<file path="src/rtl/seq_mult_pkg.sv">
// Shared types and constants for the sequential shift-add multiplier.
package seq_mult_pkg;

    typedef enum logic [1:0] {
        StIdle = 2'b00,
        StRun  = 2'b01,
        StDone = 2'b10
    } state_e;

    localparam int unsigned DefaultWidth = 8;

    function automatic int unsigned cnt_width(input int unsigned width);
        return $clog2(width + 1);
    endfunction

endpackage

</file>
<file path="src/rtl/seq_mult_step.sv">
// One shift-add iteration: conditional accumulate, then shift both operands.
module seq_mult_step #(
    parameter int unsigned WIDTH = 8
) (
    input  logic [2*WIDTH-1:0] acc_i,
    input  logic [2*WIDTH-1:0] mcand_i,
    input  logic [WIDTH-1:0]   mplier_i,
    output logic [2*WIDTH-1:0] acc_o,
    output logic [2*WIDTH-1:0] mcand_o,
    output logic [WIDTH-1:0]   mplier_o
);

    always_comb begin
        acc_o    = mplier_i[0] ? (acc_i + mcand_i) : acc_i;
        mcand_o  = mcand_i << 1;
        mplier_o = mplier_i >> 1;
    end

endmodule

</file>
<file path="src/rtl/seq_mult_unit.sv">
// Sequential WIDTH x WIDTH multiplier with valid/ready handshakes on both sides.
// Signed mode is compiled in when SEQ_MULT_SIGNED_EN is defined.
module seq_mult_unit
    import seq_mult_pkg::*;
#(
    parameter int unsigned WIDTH = DefaultWidth
) (
    input  logic               clk,
    input  logic               rst_n,
    input  logic               in_valid,
    output logic               in_ready,
    input  logic [WIDTH-1:0]   a,
    input  logic [WIDTH-1:0]   b,
`ifdef SEQ_MULT_SIGNED_EN
    input  logic               op_signed,
`endif
    output logic               out_valid,
    input  logic               out_ready,
    output logic [2*WIDTH-1:0] product,
    output logic               busy
);

    localparam int unsigned CNT_W = cnt_width(WIDTH);
    localparam logic [CNT_W-1:0] LastIter = CNT_W'(WIDTH - 1);
    localparam logic [CNT_W-1:0] CntOne = CNT_W'(1);

    state_e             state_q, state_d;
    logic [CNT_W-1:0]   cnt_q, cnt_d;
    logic [2*WIDTH-1:0] acc_q, acc_d;
    logic [2*WIDTH-1:0] mcand_q, mcand_d;
    logic [WIDTH-1:0]   mplier_q, mplier_d;
    logic [2*WIDTH-1:0] product_q, product_d;

    logic [2*WIDTH-1:0] acc_nx, mcand_nx;
    logic [WIDTH-1:0]   mplier_nx;
    logic [WIDTH-1:0]   a_mag, b_mag;
    logic [2*WIDTH-1:0] result;

`ifdef SEQ_MULT_SIGNED_EN
    localparam logic [WIDTH-1:0]   OneW  = WIDTH'(1);
    localparam logic [2*WIDTH-1:0] OneP  = (2*WIDTH)'(1);
    logic sign_q, sign_d;

    // Operands become magnitudes; -2^(WIDTH-1) maps to 2^(WIDTH-1) unsigned.
    always_comb begin
        a_mag  = (op_signed && a[WIDTH-1]) ? (~a + OneW) : a;
        b_mag  = (op_signed && b[WIDTH-1]) ? (~b + OneW) : b;
        result = sign_q ? (~acc_nx + OneP) : acc_nx;
    end
`else
    always_comb begin
        a_mag  = a;
        b_mag  = b;
        result = acc_nx;
    end
`endif

    seq_mult_step #(
        .WIDTH(WIDTH)
    ) u_step (
        .acc_i   (acc_q),
        .mcand_i (mcand_q),
        .mplier_i(mplier_q),
        .acc_o   (acc_nx),
        .mcand_o (mcand_nx),
        .mplier_o(mplier_nx)
    );

    always_comb begin
        state_d   = state_q;
        cnt_d     = cnt_q;
        acc_d     = acc_q;
        mcand_d   = mcand_q;
        mplier_d  = mplier_q;
        product_d = product_q;
`ifdef SEQ_MULT_SIGNED_EN
        sign_d    = sign_q;
`endif
        unique case (state_q)
            StIdle: begin
                if (in_valid) begin
                    mcand_d  = {{WIDTH{1'b0}}, a_mag};
                    mplier_d = b_mag;
                    acc_d    = '0;
                    cnt_d    = '0;
`ifdef SEQ_MULT_SIGNED_EN
                    sign_d   = op_signed & (a[WIDTH-1] ^ b[WIDTH-1]);
`endif
                    state_d  = StRun;
                end
            end
            StRun: begin
                acc_d    = acc_nx;
                mcand_d  = mcand_nx;
                mplier_d = mplier_nx;
                cnt_d    = cnt_q + CntOne;
                if (cnt_q == LastIter) begin
                    product_d = result;
                    state_d   = StDone;
                end
            end
            StDone: begin
                if (out_ready) begin
                    state_d = StIdle;
                end
            end
            default: state_d = StIdle;
        endcase
    end

    always_ff @(posedge clk) begin
        if (!rst_n) begin
            state_q   <= StIdle;
            cnt_q     <= '0;
            acc_q     <= '0;
            mcand_q   <= '0;
            mplier_q  <= '0;
            product_q <= '0;
`ifdef SEQ_MULT_SIGNED_EN
            sign_q    <= 1'b0;
`endif
        end else begin
            state_q   <= state_d;
            cnt_q     <= cnt_d;
            acc_q     <= acc_d;
            mcand_q   <= mcand_d;
            mplier_q  <= mplier_d;
            product_q <= product_d;
`ifdef SEQ_MULT_SIGNED_EN
            sign_q    <= sign_d;
`endif
        end
    end

    always_comb begin
        in_ready  = (state_q == StIdle);
        out_valid = (state_q == StDone);
        busy      = (state_q == StRun) || (state_q == StDone);
        product   = product_q;
    end

endmodule

</file>
<file path="config.mk">
export PLATFORM = sky130hd
export DESIGN_NAME = seq_mult_unit
export DESIGN_NICKNAME = d
export VERILOG_FILES = /design/src/rtl/seq_mult_pkg.sv /design/src/rtl/seq_mult_step.sv /design/src/rtl/seq_mult_unit.sv
export SDC_FILE = /design/constraint.sdc
export NUM_CORES = 1
export LEC_CHECK = 0
export ABC_AREA = 1
export BUFFER_PORTS_ARGS = -buffer_cell sky130_fd_sc_hd__buf_2
export CAP_MARGIN = 10
export CORE_AREA = 2 2 93 95
export DETAILED_ROUTE_END_ITERATION = 12
export DIE_AREA = 0 0 95 97
export GPL_TIMING_DRIVEN = 1
export HOLD_SLACK_MARGIN = 0.06
export PLACE_DENSITY_LB_ADDON = 0.05
export SLEW_MARGIN = 20
export SYNTH_ARGS = -nofsm -noshare
export SYNTH_HDL_FRONTEND = slang
export SYNTH_SLANG_ARGS = --single-unit
</file>
<file path="constraint.sdc">
create_clock -name clk -period 1.65 [get_ports clk]
set_input_delay 0.2475 -clock clk [delete_from_list [all_inputs] [get_ports clk]]
set_output_delay 0.2475 -clock clk [all_outputs]
set_load 0.02 [all_outputs]
</file>
# After elaboration in Yosys (flattened, before gate mapping)
# Cells that the tools add are included.
[word_totals]
out_inout_bits = 19
reg_bits = 62
[classes]
addsub = 2
eq_ne = 6
n_reduce_logical = 6
muxes = 13
[op_table]
columns = ["operator", "n"]
rows = [
  ["one-hot mux 16 bit (2 select lines)", 2],
  ["2-to-1 mux 16 bit", 3],
  ["adder 16 bit", 1],
  ["one-hot mux 8 bit (2 select lines)", 1],
  ["2-to-1 mux 8 bit", 1],
  ["one-hot mux 4 bit (2 select lines)", 1],
  ["2-to-1 mux 2 bit", 3],
  ["one-hot mux 2 bit (3 select lines)", 1],
  ["adder 4 x 1 -> 4 bit, second input constant", 1],
  ["equality test 4 x 3 -> 1 bit, second input constant", 1],
  ["2-to-1 mux 4 bit", 1],
  ["!= test 2 bit, second input constant", 2],
  ["AND reduction 2 bit", 2],
  ["AND reduction 3 bit", 1],
  ["equality test 2 x 1 -> 1 bit, second input constant", 1],
  ["equality test 2 bit, second input constant", 1],
  ["zero test 2 bit", 1],
  ["!= test 2 x 1 -> 1 bit, second input constant", 1],
  ["nonzero test 2 bit", 1],
  ["logical OR 1 bit", 1],
]

# Longest topological paths before layout
[depth]
ltp_word = 3
ltp_mapped = 14
mapped_depth_nobuf = 14

# By module
# A second synthesis with hierarchy kept.
[hier_totals]
hier_cells = 564
area_unflattened_um2 = 3783.6
[by_module_without_submodules]
columns = ["module", "cells_per_inst", "area_each_um2", "seq_area_each_um2", "instances"]
rows = [
  ["seq_mult_unit", 318, 2523.7, 1241.2, 1],
  ["seq_mult_step", 246, 1260.0, 0.0, 1],
]

# Least setup slack after synthesis
# No wires, ideal clock.
[synth_timing]
path_kind = "reg2reg"
from = "reg acc_q[0]"
to = "reg product_q[12] (netlist: product[12])"
required_time_ns = 1.541
setup_slack_ns = -0.089
n_path_buf = 0
synth_period_minus_slack_ns = 1.739
arrival_ns = 1.630
path_stages_with_launch = 15
cell_sequence = "dfxtp_1 ha_1 fa_1 nand3_1 nand3_1 nand2_1 nand2_1 nand2_1 nand2_1 nand2_1 nand3_2 nand2_1 nand2_1 nand2_1 inv_1"
[synth_between]
elab_chain_cells = 2
[synth_lines]
columns = ["element", "line", "rtl"]
rows = [
  ["start, declared", "seq_mult_unit.sv:29", "logic [2*WIDTH-1:0] acc_q, acc_d;"],
  ["start signal, assigned", "seq_mult_unit.sv:115", "acc_q <= '0;"],
  ["start signal, assigned", "seq_mult_unit.sv:125", "acc_q <= acc_d;"],
  ["adder 16 bit", "seq_mult_step.sv:14", "acc_o = mplier_i[0] ? (acc_i + mcand_i) : acc_i;"],
  ["2-to-1 mux 16 bit", "seq_mult_step.sv:14", ""],
  ["end signal, assigned", "seq_mult_unit.sv:128", "product_q <= product_d;"],
  ["end, declared", "seq_mult_unit.sv:32", "logic [2*WIDTH-1:0] product_q, product_d;"],
]
# No other way between the ends.
# A chain may end at the register's enable or synchronous reset.

# Worst setup path after layout
[layout_timing]
from = "reg acc_q[0]"
to = "reg product_q[8] (netlist: product[8])"
# Same word-level chain as after synthesis.

==> metrics <==
Max Clk Rate approximately 0.59 GHz; Post-DP Area ~4200 um2; Final Setup Violations 7; FF-to-FF path depth 11; synthesized area 3580 um2; root buffer cell clkbuf_8; number of H-tree levels 3; Max VDD drop between 0.8 and 0.9 mV; # rows 33; GRT Overall Usage between 20% and 30%; drt total wl just over 9000 um; diodes inserted 0; Worst EP arrival around 1900 ps; hold path cells 3; Pre-antenna DRT Iters 4; Pwr Density 1190 nW/um2; number of buffers added on ports 38; first-pass GRT wire length 14900 um; clock slew at reported path FFs ~70 ps; CP startpoint acc_q[0]; Synth Area per Inst between 6 and 7 um2; RePlAce Congestion between 0.9 and 1; grt ovf 0; pin count of the biggest net entering global routing 38; Leak 2.27 nW; CP Launch Type flop; vias per cell just under 5; antenna violations before repair 0; synthesized netlist cell count 516; Net Sw Power 2.22 mW; Final nets between 600 and 700; CTS Buf Count 9; CP endpoint kind flop; cts hold-fix bufs 0; Netlist cell types 38; top-level port count 39; Syn. warnings 0; Slew Limit Fails 0; sequential share of power between 30% and 40%; clock share of power between 20% and 30%; CTS tree yes; Min Hold Slack 146 ps; WP data required ~1900 ps; Net Count, Synth 556; Final Hold Fails 0; Max Root-Sink Buffers 2; core footprint between 8000 and 9000 um2; final instance area 4990 um2; period utilisation layout 103%; Die Span X approximately 95 um; final std cells w/o fill roughly 710; failing checks negative setup slack; Antenna Nets Post-Route 0; layout cells sized above 1 roughly two fifths; RSZ-0062 raised after global routing yes; max_slew headroom about four fifths; Yosys reg bits 62; Area Growth Syn to Fin 39.3%; DR iter-0 viols 77; post-route setup slack -48.2 ps; latest clock arrival within the worst-skew pair 350 ps; final setup TNS -193 ps; Hold WC Path Type input pin to flop; DIE AREA about 9200 um2; Setup Skew about 13 ps; fill cell count roughly 720; # DRC 0; Combinational Power Share between 40% and 50%; Min-Delay Startpoint b[7]; via count approximately 3500; Sw Ratio roughly 37%; worst r2r src acc_q[0]; Pint ~3.7 mW; DP Cell Count approximately 690; number of global-route vias before repair 3296; initial core utilization roughly 44%; Sink Count 62; Max-Cap Viols 0; most frequent cells in the layout 150 x nand2_1, 52 x inv_1, 44 x buf_4; status finished, violations left; DR WL/cell 13.2 um; most common cell after layout, fill and taps aside nand2_1; Overall Power about 5.9 mW; fin crit period between 1500 and 2000 ps; DPL Wire Length between 6000 and 7000 um; Worst Tran Pin Value between 300 and 400 ps; Die Ht ~97 um; crit-path max FO 3; Crit Path Class flop to flop; Seq/Total Area, Yosys 34.6%
cell type report:
type	instances	area, um2	share of cell area [%]
Timing Repair Buffer	90	646	12.9
Clock inverter	5	81.3	1.63
Inverter	62	248	4.96
Clock buffer	11	151	3.03
Sequential cell	62	1290	25.9
Multi-Input combinational cell	373	2440	48.9
Tap cell	105	131	2.63
synth_stat cells (all sizes together):
cell type  number  area, um2
nand4           1       6.26
or2             8       50.1
a21oi          40        204
a31oi          16        100
a21o            3       22.5
a2bb2oi         1       8.76
nor3            1       10.0
dfxtp          62       1240
nor2           21        118
nand3          28        165
o21ai          27        143
nand2         185        714
inv            62        243
o21bai          5       37.5
a211oi          1       7.51
xor2            1       8.76
o21a            5       37.5
buf            13       97.6
ha             19        238
clkbuf          6       22.5
xnor2           7       61.3
fa              1       20.0
and2            2       12.5
a221oi          1       15.0
power groups by stage:
stage | combinational [mW] | clock [mW] | sequential [mW]
4_1_cts | 2.29 | 1.61 | 1.81
6_report | 2.53 | 1.57 | 1.84
5_1_grt | 2.77 | 1.68 | 1.87
3_3_place_gp | 2.20 | 0 | 1.82
3_5_place_dp | 2.22 | 0 | 1.82
2_1_floorplan | 1.53 | 0 | 1.80
registers in the layout, indices dropped and copies added, names as in the netlist:
register and flops:
cnt_q 4, acc_q 16, mcand_q 16, mplier_q 8
product 16, state_q 2
cells by family after synthesis:
logic type,Yosys count,synth area share (%)
buf+inv,81,10.1
simple gates,246,30.0
fa+ha+maj,20,7.19
xor+xnor,8,1.96
flops,62,34.6
compound gates,99,16.1
metrics by stage:
stage	worst slack, ps	util [%]
4_1_cts	-61.2	56.4
6_report	-48.2	61.4
3_3_place_gp	-69.0	51.7
3_5_place_dp	-107	51.7
5_1_grt	-165	61.4
2_1_floorplan	-0.137	-
worst max-delay path: stages (launching register included):
cell and delay, ps:
dfxtp_2 340, ha_4 160, fa_2 360, nand3_2 70, nand3_2 90, nand2_2 80, nand2_2 60, xnor2_1 150
nand2_1 80, nand2_1 60, a21o_1 110, inv_1 40
path summary, 6_finish.rpt:
check,end,slack (ps)
hold reg to reg,mplier_q[7],460
hold / removal,mplier_q[7],150
setup / recovery,product[8],-50
setup reg to reg,product[8],-50
metal layers:
| metal | vias to the layer above | routed length, um | global-route usage (%) |
|---|---|---|---|
| li1 | 1818 | - | - |
| met1 | 1602 | 4360 | 26.2 |
| met2 | 46 | 4550 | 33.7 |
| met3 | 11 | 269 | 3.82 |
| met4 | 0 | 153 | 7.92 |
| met5 | - | 0 | 0 |
what timing repair did:
action | 4_1_cts | 5_1_grt
setup endpoints to repair | 19 | 40
resized for setup | 21 | 116
pin swaps | 6 | 27
setup buffers | 1 | 4
cloned | 0 | 0
(Power assumes the default switching activity.)
